**config.mk**
```make
export PLATFORM = sky130hd
export DESIGN_NAME = psram_ctrl_flat
export DESIGN_NICKNAME = d
export VERILOG_FILES = /design/src/rtl/psram_ctrl_if.sv /design/src/rtl/psram_ctrl.sv /design/src/flat_wrapper.sv
export SDC_FILE = /design/constraint.sdc
export NUM_CORES = 1
export LEC_CHECK = 0
export ABC_AREA = 1
export CAP_MARGIN = 20
export CORE_UTILIZATION = 36
export CTS_CLUSTER_SIZE = 28
export DETAILED_ROUTE_END_ITERATION = 10
export SYNTH_ARGS = -nofsm -noshare
export SYNTH_HDL_FRONTEND = slang
export SYNTH_SLANG_ARGS = --single-unit
```
**constraint.sdc**
```tcl
create_clock -name clk -period 2.2 [get_ports clk]
set_clock_uncertainty 0.15 [all_clocks]
set_input_delay 0.44 -clock clk [delete_from_list [all_inputs] [get_ports clk]]
set_output_delay 0.44 -clock clk [all_outputs]
set_load 0.1 [all_outputs]
```
**src/rtl/psram_ctrl_if.sv**
```systemverilog
// Command/response bus between a requester and the PSRAM controller.
// One command in flight at a time; every command gets exactly one response pulse.
interface psram_ctrl_if;
    logic        cmd_valid;
    logic        cmd_ready;
    logic        cmd_write;
    logic [21:0] cmd_addr;
    logic [15:0] cmd_wdata;
    logic [1:0]  cmd_wmask;
    logic        rsp_valid;
    logic [15:0] rsp_rdata;
    logic        rsp_err;
    logic        init_done;

    modport master (
        output cmd_valid, cmd_write, cmd_addr, cmd_wdata, cmd_wmask,
        input  cmd_ready, rsp_valid, rsp_rdata, rsp_err, init_done
    );

    modport slave (
        input  cmd_valid, cmd_write, cmd_addr, cmd_wdata, cmd_wmask,
        output cmd_ready, rsp_valid, rsp_rdata, rsp_err, init_done
    );
endinterface

```
**src/rtl/psram_ctrl.sv**
```systemverilog
// Single-word HyperBus-style controller for the x8 DDR on-package PSRAM.
// Pin-side outputs are decoded from the state register; DDR primitives live in the top level.
module psram_ctrl #(
    parameter int INIT_CYCLES = 10125,
    parameter int LAT_CYCLES  = 10,
    parameter int RECOVERY    = 3,
    parameter int RD_TIMEOUT  = 16
) (
    input  logic       clk,
    input  logic       reset,
    psram_ctrl_if.slave bus,
    output logic       psram_cs_n,
    output logic       psram_ck_en,
    output logic       dq_oe,
    output logic [7:0] dq_out_r,
    output logic [7:0] dq_out_f,
    input  logic [7:0] dq_in_r,
    input  logic [7:0] dq_in_f,
    output logic       rwds_oe,
    output logic       rwds_out_r,
    output logic       rwds_out_f,
    input  logic       rwds_in_r,
    input  logic       rwds_in_f
);
    localparam int INIT_W = $clog2(INIT_CYCLES + 1);
    localparam int PH_MAX = (LAT_CYCLES > RD_TIMEOUT)
                          ? ((LAT_CYCLES > RECOVERY) ? LAT_CYCLES : RECOVERY)
                          : ((RD_TIMEOUT > RECOVERY) ? RD_TIMEOUT : RECOVERY);
    localparam int PH_W   = $clog2(PH_MAX + 1);

    localparam logic [INIT_W-1:0] INIT_LAST = INIT_W'(INIT_CYCLES - 1);
    localparam logic [PH_W-1:0]   LAT_LAST  = PH_W'(LAT_CYCLES - 1);
    localparam logic [PH_W-1:0]   REC_LAST  = PH_W'(RECOVERY - 1);
    localparam logic [PH_W-1:0]   RD_LAST   = PH_W'(RD_TIMEOUT - 1);

    typedef enum logic [3:0] {
        S_INIT, S_IDLE, S_CA0, S_CA1, S_CA2, S_LAT, S_WR, S_RD, S_REC
    } state_e;

    state_e             state_q, state_d;
    logic [INIT_W-1:0]  init_cnt_q, init_cnt_d;
    logic [PH_W-1:0]    cnt_q, cnt_d;
    logic               write_q, write_d;
    logic [21:0]        addr_q, addr_d;
    logic [15:0]        wdata_q, wdata_d;
    logic [1:0]         wmask_q, wmask_d;
    logic [15:0]        rdata_q, rdata_d;
    logic               err_q, err_d;
    logic               init_done_q, init_done_d;
    logic [47:0]        ca;

    // Linear-burst memory-space command/address word.
    assign ca = {~write_q, 1'b0, 1'b1, 10'b0, addr_q[21:3], 13'b0, addr_q[2:0]};

    always_ff @(posedge clk) begin
        if (reset) begin
            state_q     <= S_INIT;
            init_cnt_q  <= '0;
            cnt_q       <= '0;
            write_q     <= 1'b0;
            addr_q      <= '0;
            wdata_q     <= '0;
            wmask_q     <= '0;
            rdata_q     <= '0;
            err_q       <= 1'b0;
            init_done_q <= 1'b0;
        end else begin
            state_q     <= state_d;
            init_cnt_q  <= init_cnt_d;
            cnt_q       <= cnt_d;
            write_q     <= write_d;
            addr_q      <= addr_d;
            wdata_q     <= wdata_d;
            wmask_q     <= wmask_d;
            rdata_q     <= rdata_d;
            err_q       <= err_d;
            init_done_q <= init_done_d;
        end
    end

    always_comb begin
        state_d       = state_q;
        init_cnt_d    = init_cnt_q;
        cnt_d         = cnt_q;
        write_d       = write_q;
        addr_d        = addr_q;
        wdata_d       = wdata_q;
        wmask_d       = wmask_q;
        rdata_d       = rdata_q;
        err_d         = err_q;
        init_done_d   = init_done_q;
        psram_cs_n    = 1'b1;
        psram_ck_en   = 1'b0;
        dq_oe         = 1'b0;
        dq_out_r      = 8'h00;
        dq_out_f      = 8'h00;
        rwds_oe       = 1'b0;
        rwds_out_r    = 1'b0;
        rwds_out_f    = 1'b0;
        bus.cmd_ready = 1'b0;
        bus.rsp_valid = 1'b0;

        case (state_q)
            S_INIT: begin
                if (init_cnt_q == INIT_LAST) begin
                    init_done_d = 1'b1;
                    state_d     = S_IDLE;
                end else begin
                    init_cnt_d = init_cnt_q + 1'b1;
                end
            end
            S_IDLE: begin
                bus.cmd_ready = 1'b1;
                if (bus.cmd_valid) begin
                    write_d = bus.cmd_write;
                    addr_d  = bus.cmd_addr;
                    wdata_d = bus.cmd_wdata;
                    wmask_d = bus.cmd_wmask;
                    rdata_d = '0;
                    err_d   = 1'b0;
                    state_d = S_CA0;
                end
            end
            S_CA0, S_CA1, S_CA2: begin
                psram_cs_n  = 1'b0;
                psram_ck_en = 1'b1;
                dq_oe       = 1'b1;
                if (state_q == S_CA0) begin
                    dq_out_r = ca[47:40];
                    dq_out_f = ca[39:32];
                    state_d  = S_CA1;
                end else if (state_q == S_CA1) begin
                    dq_out_r = ca[31:24];
                    dq_out_f = ca[23:16];
                    state_d  = S_CA2;
                end else begin
                    dq_out_r = ca[15:8];
                    dq_out_f = ca[7:0];
                    cnt_d    = '0;
                    state_d  = S_LAT;
                end
            end
            S_LAT: begin
                psram_cs_n  = 1'b0;
                psram_ck_en = 1'b1;
                if (cnt_q == LAT_LAST) begin
                    cnt_d   = '0;
                    state_d = write_q ? S_WR : S_RD;
                end else begin
                    cnt_d = cnt_q + 1'b1;
                end
            end
            S_WR: begin
                psram_cs_n  = 1'b0;
                psram_ck_en = 1'b1;
                dq_oe       = 1'b1;
                rwds_oe     = 1'b1;
                dq_out_r    = wdata_q[15:8];
                dq_out_f    = wdata_q[7:0];
                // RWDS high masks the byte, so it is the inverse of the enable.
                rwds_out_r  = ~wmask_q[1];
                rwds_out_f  = ~wmask_q[0];
                cnt_d       = '0;
                state_d     = S_REC;
            end
            S_RD: begin
                psram_cs_n  = 1'b0;
                psram_ck_en = 1'b1;
                // Data beat check comes first so a strobe in the final cycle still wins.
                if (rwds_in_r && !rwds_in_f) begin
                    rdata_d = {dq_in_r, dq_in_f};
                    cnt_d   = '0;
                    state_d = S_REC;
                end else if (cnt_q == RD_LAST) begin
                    err_d   = 1'b1;
                    rdata_d = '0;
                    cnt_d   = '0;
                    state_d = S_REC;
                end else begin
                    cnt_d = cnt_q + 1'b1;
                end
            end
            S_REC: begin
                bus.rsp_valid = (cnt_q == '0);
                if (cnt_q == REC_LAST) begin
                    cnt_d   = '0;
                    state_d = S_IDLE;
                end else begin
                    cnt_d = cnt_q + 1'b1;
                end
            end
            default: state_d = S_INIT;
        endcase
    end

    assign bus.rsp_rdata = rdata_q;
    assign bus.rsp_err   = bus.rsp_valid & err_q;
    assign bus.init_done = init_done_q;

endmodule

```
**src/flat_wrapper.sv**
```systemverilog
// flat-port wrapper written by rule: the top's interface ports become plain ports
module psram_ctrl_flat 
#(
    parameter int INIT_CYCLES = 10125,
    parameter int LAT_CYCLES  = 10,
    parameter int RECOVERY    = 3,
    parameter int RD_TIMEOUT  = 16
)
  (clk, reset, psram_cs_n, psram_ck_en, dq_oe, dq_out_r, dq_out_f, dq_in_r, dq_in_f, rwds_oe, rwds_out_r, rwds_out_f, rwds_in_r, rwds_in_f, bus_cmd_valid, bus_cmd_write, bus_cmd_addr, bus_cmd_wdata, bus_cmd_wmask, bus_cmd_ready, bus_rsp_valid, bus_rsp_rdata, bus_rsp_err, bus_init_done);
  psram_ctrl_if bus_i ();
  input  logic clk;
  input  logic reset;
  output logic psram_cs_n;
  output logic psram_ck_en;
  output logic dq_oe;
  output logic [7:0] dq_out_r;
  output logic [7:0] dq_out_f;
  input  logic [7:0] dq_in_r;
  input  logic [7:0] dq_in_f;
  output logic rwds_oe;
  output logic rwds_out_r;
  output logic rwds_out_f;
  input  logic rwds_in_r;
  input  logic rwds_in_f;
  input wire logic [$bits(bus_i.cmd_valid)-1:0] bus_cmd_valid;
  input wire logic [$bits(bus_i.cmd_write)-1:0] bus_cmd_write;
  input wire logic [$bits(bus_i.cmd_addr)-1:0] bus_cmd_addr;
  input wire logic [$bits(bus_i.cmd_wdata)-1:0] bus_cmd_wdata;
  input wire logic [$bits(bus_i.cmd_wmask)-1:0] bus_cmd_wmask;
  output wire logic [$bits(bus_i.cmd_ready)-1:0] bus_cmd_ready;
  output wire logic [$bits(bus_i.rsp_valid)-1:0] bus_rsp_valid;
  output wire logic [$bits(bus_i.rsp_rdata)-1:0] bus_rsp_rdata;
  output wire logic [$bits(bus_i.rsp_err)-1:0] bus_rsp_err;
  output wire logic [$bits(bus_i.init_done)-1:0] bus_init_done;
  assign bus_i.cmd_valid = bus_cmd_valid;
  assign bus_i.cmd_write = bus_cmd_write;
  assign bus_i.cmd_addr = bus_cmd_addr;
  assign bus_i.cmd_wdata = bus_cmd_wdata;
  assign bus_i.cmd_wmask = bus_cmd_wmask;
  assign bus_cmd_ready = bus_i.cmd_ready;
  assign bus_rsp_valid = bus_i.rsp_valid;
  assign bus_rsp_rdata = bus_i.rsp_rdata;
  assign bus_rsp_err = bus_i.rsp_err;
  assign bus_init_done = bus_i.init_done;
  psram_ctrl #(.INIT_CYCLES(INIT_CYCLES), .LAT_CYCLES(LAT_CYCLES), .RECOVERY(RECOVERY), .RD_TIMEOUT(RD_TIMEOUT)) u_core (.clk(clk), .reset(reset), .bus(bus_i), .psram_cs_n(psram_cs_n), .psram_ck_en(psram_ck_en), .dq_oe(dq_oe), .dq_out_r(dq_out_r), .dq_out_f(dq_out_f), .dq_in_r(dq_in_r), .dq_in_f(dq_in_f), .rwds_oe(rwds_oe), .rwds_out_r(rwds_out_r), .rwds_out_f(rwds_out_f), .rwds_in_r(rwds_in_r), .rwds_in_f(rwds_in_f));
endmodule
```
Yosys cells after proc, flatten, opt, wreduce, memory -nomap -nowiden
Cells that the tools add are included.
- flip-flop bits (word level): 82
- output and inout port bits: 42
- input port bits: 62
- logic and storage cells: 93
- bitwise gates (word level): 5
- reductions and logical operators: 16
- $add $sub $neg: 2
- muxes and demuxes: 39
- eq/ne operators: 21
- operators by type and width (cell ; number):
    $mux W16 ; 3
    $mux W8 ; 4
    $pmux W16 S2 ; 1
    $pmux W8 S2 ; 2
    $mux W5 ; 6
    $mux W4 ; 7
    $pmux W4 S7 ; 1
    $pmux W5 S5 ; 1
    $eq A4 B3 Y1 const B ; 4
    $add A14 B1 Y14 const B ; 1
    $eq A14 B14 Y1 const B ; 1
    $mux W1 ; 13
    $eq A5 B4 Y1 const B ; 2
    $eq A4 B2 Y1 const B ; 2
    $ne A2 B1 Y1 const B ; 4
    $ne A2 B2 Y1 const B ; 4
    $reduce_and A2 Y1 ; 3
    $reduce_and A3 Y1 ; 2
    $reduce_or A6 Y1 ; 1
    $add A5 B1 Y5 const B ; 1
    $eq A5 B2 Y1 const B ; 1
    $logic_not A5 Y1 ; 1
    $reduce_and A5 Y1 ; 1
    $reduce_bool A5 Y1 ; 1
    other kinds (13) ; 16

Depth between registers and ports, before layout
- depth in word-level cells: 4
- depth in mapped cells: 12
- mapped depth without buffers: 12

Worst setup path before layout
Ideal clock, no wire load.
- path kind: reg2out
- start point: reg u_core.state_q[3]
- end point: out bus_rsp_err
- required time: 1.610 ns
- arrival time: 3.567 ns
- buffers on the path: 0
- path slack: -1.957 ns
- stages on the path, launching flop included: 5
- cell sequence: dfxtp_1 nand2_1 nor2_1 inv_1 nor4_1
- cells in the longest elaborated chain, start to end: 3
- ends and longest elaborated chain (item ; RTL line ; RTL):
    start, declared ; psram_ctrl.sv:40 ; state_e state_q, state_d;
    start signal, assigned ; psram_ctrl.sv:68 ; state_q <= state_d;
    $eq A4 B4 Y1 ; psram_ctrl.sv:103 ; case (state_q)
    $mux W1 ; psram_ctrl.sv:103 ;
    $and A1 B1 Y1 ; psram_ctrl.sv:197 ; assign bus.rsp_err = bus.rsp_valid & err_q;
    end, declared ; flat_wrapper.sv:33 ; output wire logic [$bits(bus_i.rsp_err)-1:0] bus_rsp_err;
No other way between the ends.

Worst setup path after layout
- start point: reg u_core.state_q[3]
- end point: out dq_out_f[0]
- cells in the longest elaborated chain, start to end: 4
- elaborated cells between the ends (all ways): 8
- those cells by class: eq/ne (4); mux (3); reduce/logical (1)
- ends and longest elaborated chain (item ; RTL line ; RTL):
    $eq A4 B2 Y1 ; psram_ctrl.sv:103, psram_ctrl.sv:132 ;
    $mux W8 ; psram_ctrl.sv:132 ; end else if (state_q == S_CA1) begin
    $mux W8 ; psram_ctrl.sv:128 ; if (state_q == S_CA0) begin
    $pmux W8 S2 (*) ; psram_ctrl.sv:103 ;
    end, declared ; flat_wrapper.sv:17 ; output logic [7:0] dq_out_f;
Mark *: on every way between the ends. The rest lies on a longest branch, timed or not.

==> results.md <==
* Core area at 10300 um^2
* Global Route Usage Sum at 19.5%
* Peak VDD IR at 481 uV
* Final net count at 731
* H-tree depth at 3
* Die height at 105 um
* Post-synth ARST share at 0%
* Finish-stage setup viols at 17
* Slew Limit Fails at 0
* Mapped Avg Cell Area at 6.95 um^2
* Setup ws final at -0.0761 ns
* Placed wire-length estimate at 7.74 mm
* Worst Hold Class: register to register
* Initial antenna violation count at 0
* WP data arrival at 1.69 ns
* Clock root cell: clkbuf_8
* Worst rel slew slack at 75.7%
* Antenna diodes at 0
* Reg clk slew, reported paths at 0.09 ns
* Clock latency on the worst-skew pair at 0.35 ns
* RSZ-0062 raised after global routing: true
* GP Congestion at 0.896
* Sequential share of the synthesized area at 43.1%
* Fin Hold WS at 0.313 ns
* CTS tree: yes
* Sink Count at 82
* Final Util at 57.8%
* Fillers at 935
* Violations in the final reports: setup timing
* FF-to-FF Start: u_core.cnt_q[0]
* CP Capture Type: output pin
* Number of synthesized register bits at 82
* FF-to-FF End: u_core.state_q[1]
* Hold Vio Cnt, Final at 0
* Grt ovf at 0
* Synth warnings at 0
* Hold depth at 2
* Netlist cell types at 33
* Most common cell after layout, fill and taps aside: nand2_1
* Drt initial violations at 177
* Min Tclk post-route at 2.28 ns
* Vias per cell at 4.80
* Final WL at 10.6 mm
* Number of synthesized flops with an enable pin at 0
* Drt wl/cell at 13.2 um
* Clock tree buffer depth at 2
* Req. time, crit path at 1.61 ns
* Most frequent cells in the layout: 115 x nand2_1, 77 x dfxtp_1, 74 x inv_1
* I/O Pins at 104
* Tightest Pin Transition at 0.363 ns
* WHS Endpoint: u_core.addr_q[0]
* Status: complete, but fails checks
* Synthesized cell area at 3810 um^2
* DRT Pass-1 Iters at 6
* Lkg Pwr at 2.16 nW
* Largest net degree at the start of global routing at 79
* CTS buffer count at 9
* Die span in x at 105 um
* Max cap viols at 0
* IO buf count at 103
* Die area at 11000 um^2
* Layout cells sized above 1 at 20.3%
* CP max FO at 6
* Synth Instances at 548
* Power per cell area at 910 nW/um^2
* R2r setup slk at 0.13 ns
* Area grow syn2layout at 56.1%
* Initial Util at 37.0%
* Vias after detailed routing at 3847
* Max Fclk at 439 MHz
* Vias in the first global route at 3684
* Hold Crit Start: u_core.addr_q[0]
* R2R depth at 11
* First-pass GRT wire length at 17.3 mm
* Ys flop type: dfxtp_1
* Tcrit/Tclk final at 103%
* # DRC at 0
* Crit path kind: register to output pin
* CP startpoint kind: register
* Num rows at 37
* Synth Net Count at 618
* Number of nets still failing antenna checks after routing at 0
## cell usage after synthesis (3+ instances only)
library cell / count / area, um^2
a21oi_1: 70 / 350
buf_2: 5 / 25.0
clkbuf_1: 14 / 52.6
dfxtp_1: 82 / 1640
ha_1: 8 / 100
inv_1: 81 / 304
nand2_1: 119 / 447
nand3_1: 12 / 60.1
nand4_1: 6 / 37.5
nor2_1: 47 / 176
nor2_2: 3 / 18.8
nor3_1: 7 / 35.0
o21ai_0: 54 / 270
o221ai_1: 4 / 35.0
o22ai_1: 13 / 81.3
## stage by stage
stage	setup WS [ns]	setup TNS [ns]	area [um^2]	power, mW	cells
3_3_place_gp	0.131	0	5570	3.97	777
2_1_floorplan	-0.222	-1.33	4140	3.30	548
6_report	-0.0761	-0.743	5940	5.41	802
4_1_cts	-0.101	-0.695	5870	5.38	798
3_5_place_dp	0.105	0	5570	4.00	777
5_1_grt	-0.178	-2.16	5940	5.71	802
## registers in the layout, indices dropped and copies added, names as in the netlist
register              flops
u_core.bus.init_done      1
u_core.state_q            4
u_core.wdata_q           16
u_core.bus.rsp_rdata     16
u_core.wmask_q            2
u_core.write_q            1
u_core.addr_q            22
u_core.err_q              1
u_core.init_cnt_q        14
u_core.cnt_q              5
## power by group
part           switching (mW)  total (mW)  leakage, nW  internal [mW]
combinational            1.48        2.31         1.38          0.837
sequential              0.113        1.82        0.668           1.71
clock                   0.563        1.27        0.120          0.708
total                    2.15        5.41         2.16           3.25
## how the worst max path moves through the flow
stage,start,end,cells past startpoint
6_report,u_core.state_q[3],dq_out_f[0],9
5_1_grt,u_core.state_q[3],dq_out_f[0],9
4_1_cts,u_core.state_q[2],dq_out_f[1],9
3_5_place_dp,rwds_in_r,u_core.bus.rsp_rdata[14],7
3_3_place_gp,rwds_in_r,u_core.bus.rsp_rdata[12],7
2_1_floorplan,u_core.state_q[0],bus_rsp_err,5
## critical path: stages, from the launching register on
cell and delay [ns]:
dfxtp_4 0.37, nor2_4 0.15, nand2_4 0.09, nor2_4 0.12
buf_6 0.10, nand2_1 0.04, o221ai_1 0.06, nand2_1 0.12
o21ai_4 0.09, buf_12 0.19
## area by class of cell
class	instances	area, um^2	area share (%)
Clock inverter	5	86.3	1.45
Tap cell	136	170	2.86
Inverter	83	319	5.37
Timing Repair Buffer	125	1460	24.6
Multi-Input combinational cell	360	2100	35.3
Sequential cell	82	1660	27.9
Clock buffer	11	151	2.55
## what timing repair did
action,CTS,global route
resized for setup,13,12
endpoints found under the setup margin,21,23
buffers inserted,5,4
hold buffers,0,0
pin swaps,6,8
## metal layers
layer	global-route usage, %	wire length (um)	up-vias
met5	0	0	-
met4	5.33	127	0
met3	3.74	463	12
met2	33.7	5060	86
met1	24.7	4980	1755
li1	-	-	1994
## logic make-up after synthesis
group / synth area share (%)
and+or+nand+nor: 21.9
AOI/OAI and AO/OA: 20.7
buffers and inverters: 10.9
DFF: 43.1
adders and majority gates: 2.63
xor gates and xnor gates: 0.690
Power figures use the tool's default switching activity.
